**config.mk**
```make
export PLATFORM = sky130hd
export DESIGN_NAME = sd_resp_rx_flat
export DESIGN_NICKNAME = d
export VERILOG_FILES = /design/src/rtl/sd_pkg.sv /design/src/rtl/sd_resp_rx_if.sv /design/src/rtl/sd_crc7_serial.sv /design/src/rtl/sd_resp_rx.sv /design/src/flat_wrapper.sv
export SDC_FILE = /design/constraint.sdc
export NUM_CORES = 1
export LEC_CHECK = 0
export CORE_MARGIN = 1.5
export CORE_UTILIZATION = 62
export CTS_BUF_LIST = sky130_fd_sc_hd__clkbuf_4 sky130_fd_sc_hd__clkbuf_8
export DETAILED_ROUTE_END_ITERATION = 8
export HOLD_SLACK_MARGIN = 0.12
export PLACE_DENSITY = 0.95
export SYNTH_ARGS = -nofsm -noshare
export SYNTH_HDL_FRONTEND = slang
export SYNTH_SLANG_ARGS = --single-unit
```
**constraint.sdc**
```tcl
create_clock -name clk -period 2.8 [get_ports clk]
set_input_delay 0.28 -clock clk [delete_from_list [all_inputs] [get_ports clk]]
set_output_delay 0.28 -clock clk [all_outputs]
set_load 0.01 [all_outputs]
```
**src/rtl/sd_pkg.sv**
```systemverilog
// sd_pkg: shared SD command-line constants, receiver state type and CRC7 step.
package sd_pkg;
   localparam logic [6:0] SD_CRC7_POLY = 7'h09;
   localparam int SD_RESP_LEN = 48;
   localparam int SD_CRC_SPAN = 40;
   typedef enum logic [1:0] {IDLE, WAIT_START, RECV} resp_rx_state_t;
   function automatic logic [6:0] crc7_step(input logic [6:0] c, input logic d);
      return {c[5:0], 1'b0} ^ ((d ^ c[6]) ? SD_CRC7_POLY : 7'h00);
   endfunction
endpackage

```
**src/rtl/sd_resp_rx_if.sv**
```systemverilog
// sd_resp_rx_if: command-FSM side (master) and response receiver side (slave).
interface sd_resp_rx_if;
   logic sample_en, cmd_in, arm, busy, resp_valid, crc_err, frame_err, timeout;
   logic [5:0] resp_index;
   logic [31:0] resp_arg;
   modport master (output sample_en, cmd_in, arm,
                   input busy, resp_valid, resp_index, resp_arg, crc_err, frame_err, timeout);
   modport slave (input sample_en, cmd_in, arm,
                  output busy, resp_valid, resp_index, resp_arg, crc_err, frame_err, timeout);
endinterface

```
**src/rtl/sd_crc7_serial.sv**
```systemverilog
// sd_crc7_serial: MSB-first serial CRC7 (x^7 + x^3 + 1), clear has priority over enable.
module sd_crc7_serial
   import sd_pkg::*;
(
   input  logic       clk,
   input  logic       reset,
   input  logic       clr,
   input  logic       en,
   input  logic       d,
   output logic [6:0] crc
);
   always_ff @(posedge clk)
      if (reset || clr) crc <= 7'h00;
      else if (en) crc <= crc7_step(crc, d);
endmodule

```
**src/rtl/sd_resp_rx.sv**
```systemverilog
// sd_resp_rx: hunts for a 48-bit SD response on CMD, checks CRC7 and framing,
// and reports the decoded index/argument or a start-bit timeout.
module sd_resp_rx
   import sd_pkg::*;
#(
   parameter int NCR_MAX   = 64,
   parameter bit CHECK_CRC = 1'b1
) (
   input logic        clk,
   input logic        reset,
   sd_resp_rx_if.slave bus
);
   localparam int WW = $clog2(NCR_MAX + 1);
   localparam int CRC_LO = SD_RESP_LEN - SD_CRC_SPAN;
   resp_rx_state_t state, state_d;
   logic [WW-1:0] wait_cnt;
   logic [5:0] bit_cnt;
   logic [38:0] sh;
   logic [6:0] rx_crc, crc;
   logic start, expire, rx_bit, done, crc_en;
   sd_crc7_serial u_crc (.clk(clk), .reset(reset), .clr(bus.arm), .en(crc_en), .d(bus.cmd_in), .crc(crc));
   always_comb begin
      start = state == WAIT_START && bus.sample_en && !bus.cmd_in;
      expire = state == WAIT_START && bus.sample_en && bus.cmd_in && wait_cnt == WW'(NCR_MAX - 1);
      rx_bit = state == RECV && bus.sample_en;
      done = rx_bit && bit_cnt == 6'd0;
      crc_en = start || (rx_bit && bit_cnt >= 6'(CRC_LO));
      state_d = bus.arm ? WAIT_START : start ? RECV : (expire || done) ? IDLE : state;
   end
   always_ff @(posedge clk)
      if (reset) state <= IDLE;
      else state <= state_d;
   // An arm coinciding with the completion pulse keeps busy asserted without a gap.
   assign bus.busy = state != IDLE || (bus.arm && bus.resp_valid);
   always_ff @(posedge clk)
      if (reset) begin
         wait_cnt <= '0;
         bit_cnt <= '0;
         sh <= '0;
         rx_crc <= '0;
         bus.resp_valid <= 1'b0;
         bus.timeout <= 1'b0;
         bus.resp_index <= '0;
         bus.resp_arg <= '0;
         bus.crc_err <= 1'b0;
         bus.frame_err <= 1'b0;
      end else begin
         bus.resp_valid <= done;
         bus.timeout <= expire && !bus.arm;
         wait_cnt <= bus.arm ? '0 : (state == WAIT_START && bus.sample_en && bus.cmd_in) ? wait_cnt + WW'(1) : wait_cnt;
         bit_cnt <= bus.arm ? '0 : start ? 6'(SD_RESP_LEN - 2) : rx_bit ? bit_cnt - 6'd1 : bit_cnt;
         if (rx_bit && bit_cnt >= 6'(CRC_LO)) sh <= {sh[37:0], bus.cmd_in};
         if (rx_bit && bit_cnt < 6'(CRC_LO) && bit_cnt != 6'd0) rx_crc <= {rx_crc[5:0], bus.cmd_in};
         if (done) begin
            bus.resp_index <= sh[37:32];
            bus.resp_arg <= sh[31:0];
            bus.crc_err <= CHECK_CRC && rx_crc != crc;
            bus.frame_err <= sh[38] || !bus.cmd_in;
         end else if (bus.arm) begin
            bus.crc_err <= 1'b0;
            bus.frame_err <= 1'b0;
         end
      end
endmodule

```
**src/flat_wrapper.sv**
```systemverilog
// flat-port wrapper written by rule: the top's interface ports become plain ports
module sd_resp_rx_flat import sd_pkg::*;
#(
   parameter int NCR_MAX   = 64,
   parameter bit CHECK_CRC = 1'b1
)
  (clk, reset, bus_sample_en, bus_cmd_in, bus_arm, bus_busy, bus_resp_valid, bus_resp_index, bus_resp_arg, bus_crc_err, bus_frame_err, bus_timeout);
  sd_resp_rx_if bus_i ();
  input logic clk;
  input logic reset;
  input wire logic [$bits(bus_i.sample_en)-1:0] bus_sample_en;
  input wire logic [$bits(bus_i.cmd_in)-1:0] bus_cmd_in;
  input wire logic [$bits(bus_i.arm)-1:0] bus_arm;
  output wire logic [$bits(bus_i.busy)-1:0] bus_busy;
  output wire logic [$bits(bus_i.resp_valid)-1:0] bus_resp_valid;
  output wire logic [$bits(bus_i.resp_index)-1:0] bus_resp_index;
  output wire logic [$bits(bus_i.resp_arg)-1:0] bus_resp_arg;
  output wire logic [$bits(bus_i.crc_err)-1:0] bus_crc_err;
  output wire logic [$bits(bus_i.frame_err)-1:0] bus_frame_err;
  output wire logic [$bits(bus_i.timeout)-1:0] bus_timeout;
  assign bus_i.sample_en = bus_sample_en;
  assign bus_i.cmd_in = bus_cmd_in;
  assign bus_i.arm = bus_arm;
  assign bus_busy = bus_i.busy;
  assign bus_resp_valid = bus_i.resp_valid;
  assign bus_resp_index = bus_i.resp_index;
  assign bus_resp_arg = bus_i.resp_arg;
  assign bus_crc_err = bus_i.crc_err;
  assign bus_frame_err = bus_i.frame_err;
  assign bus_timeout = bus_i.timeout;
  sd_resp_rx #(.NCR_MAX(NCR_MAX), .CHECK_CRC(CHECK_CRC)) u_core (.clk(clk), .reset(reset), .bus(bus_i));
endmodule
```
==> impl_metrics.toml <==
[outcome]
status = "finished clean"

[global_route]
antenna_found_initial = 0
grt_pass1_vias = 3285
overflow = 0
grt_max_degree = 45
grt_pass1_wl_um = 14200
grt_use_total = 0.246

[finish]
final_area_um2 = 4750
n_fill_cell = 426
layout.nets = 526
final_util = 0.744
antenna_cells = 0
synthToLayoutAreaGrowth_pct = 15.5
drive_gt1_frac = 0.0630

[worst_setup_path]
cp_data_required_time_ns = 2.52
timing.rr.start = "u_core.state[0]"
arrival_ns = 1.59
regToRegEndpoint = "u_core.sh[27]"
reg2reg_slack_ns = 0.98
rr_worst_depth = 4
critPathMaxFanout = 5
worstSetupStartpointType = "input pin"
crit_type = "in2out"
cp-end-kind = "primary output"

[floorplan]
die_area_um2 = 7130
rows = 29
die_w_um = 84.4
io_pins = 48
core-area_um2 = 6390
chipHeight_um = 84.4
floorplan.initialDensity = 0.644

[clock_network]
cts_tree = "done"
cts_buffers = 9
cts_hold_buf = 0
h-tree-depth = 3
numClockSinks = 110
clockBufferDepth = 2
clkLatencyLatePin_ns = 0.37
cts.root.buffer_cell = "clkbuf_8"
postCtsResizedCells = 0
clk_pin_slew_ns = 0.09
post_cts_buffers = 0

[hold_path]
min_to = "u_core.bus.resp_arg[25]"
worstHoldStart = "u_core.bus.resp_arg[25]"
hold-path-cell-count = 2
hold_class = "reg2reg"

[pwr]
powerDensity_nw_per_um2 = 535
p_leak_nw = 1.61
ir_drop_mv = 0.412

[place]
placed_cell_area_um2 = 4560
pre_cts_ws_ns = 0.583
dp_hpwl_um = 5480
portBuffers = 47
gp_congestion = 0.790

[sta]
period_share = 0.667
max_freq_mhz = 535
worstMarginPinSlew_ns = 0.756
fin_ws_ns = 0.932
period_minus_slack_ns = 1.87
setup-violations-final = 0
drv_slew = 0
skew_ns = 0.0108
hold_violations = 0
grt_setup_unrepaired = "no"
relSlewSlack = 0.496
fin_setup_tns_ns = 0

[routing]
drt_iter0_markers = 228
detail_route.drc_violations = 0
routedWlPerCell_um = 14.1
drt-vias-per-instance = 5.51
drt-total-wl_um = 8470
vias = 3314
first_pass_iters = 4
ant_nets = 0

[yosys]
syn_area_um2 = 4110
synth_area_leader_cell = "dfxtp_1"
syn_area_per_cell_um2 = 8.48
ys_top_cells_by_area = "dfxtp_1 54%, nand2_1 15%, a21oi_1 11%, mux2i_1 3.2%, xnor2_1 2.6%"
ys_seq_area_frac = 0.535
syn-num-nets = 492
yosysTopAreaCellShare = 0.535
synthCells = 485
ys_ff_latch = 110
synth_warnings = 0
ys_types = 40

[run]
maxCapViolations = 0
critical path: stages:
cell	delay (ns)
clkdlybuf4s50_1	0.52
a211o_1	0.31
clkdlybuf4s50_1	0.48
cell type report:
cell class	instances	area, um2	area share
clock buffer	10	138	0.0290
clock inverter	6	52.6	0.0111
inverter	3	11.3	0.00237
multi-input combinational	341	1730	0.365
sequential	110	2200	0.464
tap	77	96.3	0.0203
timing repair buffer	54	518	0.109
cells in the mapped netlist, drive strengths merged:
master	count
nand2	162
dfxtp	110
a21oi	88
nor2	22
buf	17
clkbuf	14
mux2i	13
xnor2	12
xor2	5
nand3	4
nor3	4
o21ai	4
inv	3
nor3b	3
or3	3
ha	2
nand2b	2
nand3b	2
a211o	1
a211oi	1
a31oi	1
and3	1
and3b	1
and4b	1
nand4	1
nand4b	1
nand4bb	1
nor2b	1
nor4	1
o31ai	1
o41ai	1
or2	1
or4	1
where the power goes:
part | internal, mW | switching [mW] | total, mW | leakage, nW
combinational | 0.0224 | 0.0460 | 0.0684 | 0.622
sequential | 1.57 | 0.00508 | 1.57 | 0.886
clock | 0.363 | 0.541 | 0.903 | 0.0978
cells in the final DEF (no fill, tap or decap), drive strengths merged, types with 2 or more instances in the layout:
cell             n
buf              8
nor3b            3
nand3            4
dfxtp          110
ha               2
mux2i           13
clkbuf          10
xor2             5
clkinv           3
xnor2           12
nor3             4
nand3b           2
nor2            22
clkdlybuf4s50   46
a21oi           88
inv              6
nand2          162
o21ai            4
nand2b           2
or3              3
metal layers:
metal,wire length [um],part of all wire,GRT usage
met1,3590,0.42,0.296
met5,0,0,0
met4,211,0.025,0.130
met3,266,0.031,0.0403
met2,4400,0.52,0.425
through the flow:
step | hold WS, ns | std cells | power (mW)
floorplan | 0.398 | 485 | 1.65
global placement | 0.440 | 585 | 1.67
detailed placement | 0.444 | 585 | 1.68
CTS | 0.458 | 601 | 2.55
global route | 0.459 | 601 | 2.63
finish | 0.455 | 601 | 2.54
registers in the layout, indices dropped and copies added, names as in the netlist:
name,count
u_core.state,2
u_core.u_crc.crc,7
u_core.sh,39
u_core.bus.resp_valid,1
u_core.bus.timeout,1
u_core.bus.frame_err,1
u_core.wait_cnt,7
u_core.bus.resp_index,6
u_core.bus.crc_err,1
u_core.rx_crc,7
u_core.bus.resp_arg,32
u_core.bit_cnt,6
cells by family after synthesis:
| logic type | share of synthesized area |
|---|---|
| buf+inv | 0.0438 |
| fa+ha+maj | 0.00608 |
| flops | 0.535 |
| mux | 0.0316 |
| compound gates | 0.123 |
| xor+xnor | 0.0362 |
| simple gates | 0.224 |
worst max path at each step:
stage / start / end / slack, ns / cells past startpoint
2_1_floorplan: u_core.wait_cnt[0] / u_core.state[0] / 1.35 / 5
5_1_grt: bus_sample_en / u_core.bus.resp_arg[26] / 0.82 / 6
3_5_place_dp: bus_sample_en / u_core.bus.resp_index[5] / 0.58 / 6
4_1_cts: bus_arm / bus_busy / 0.92 / 3
6_report: bus_arm / bus_busy / 0.93 / 3
3_3_place_gp: bus_cmd_in / u_core.u_crc.crc[1] / 0.65 / 5
Power figures use the tool's default switching activity.
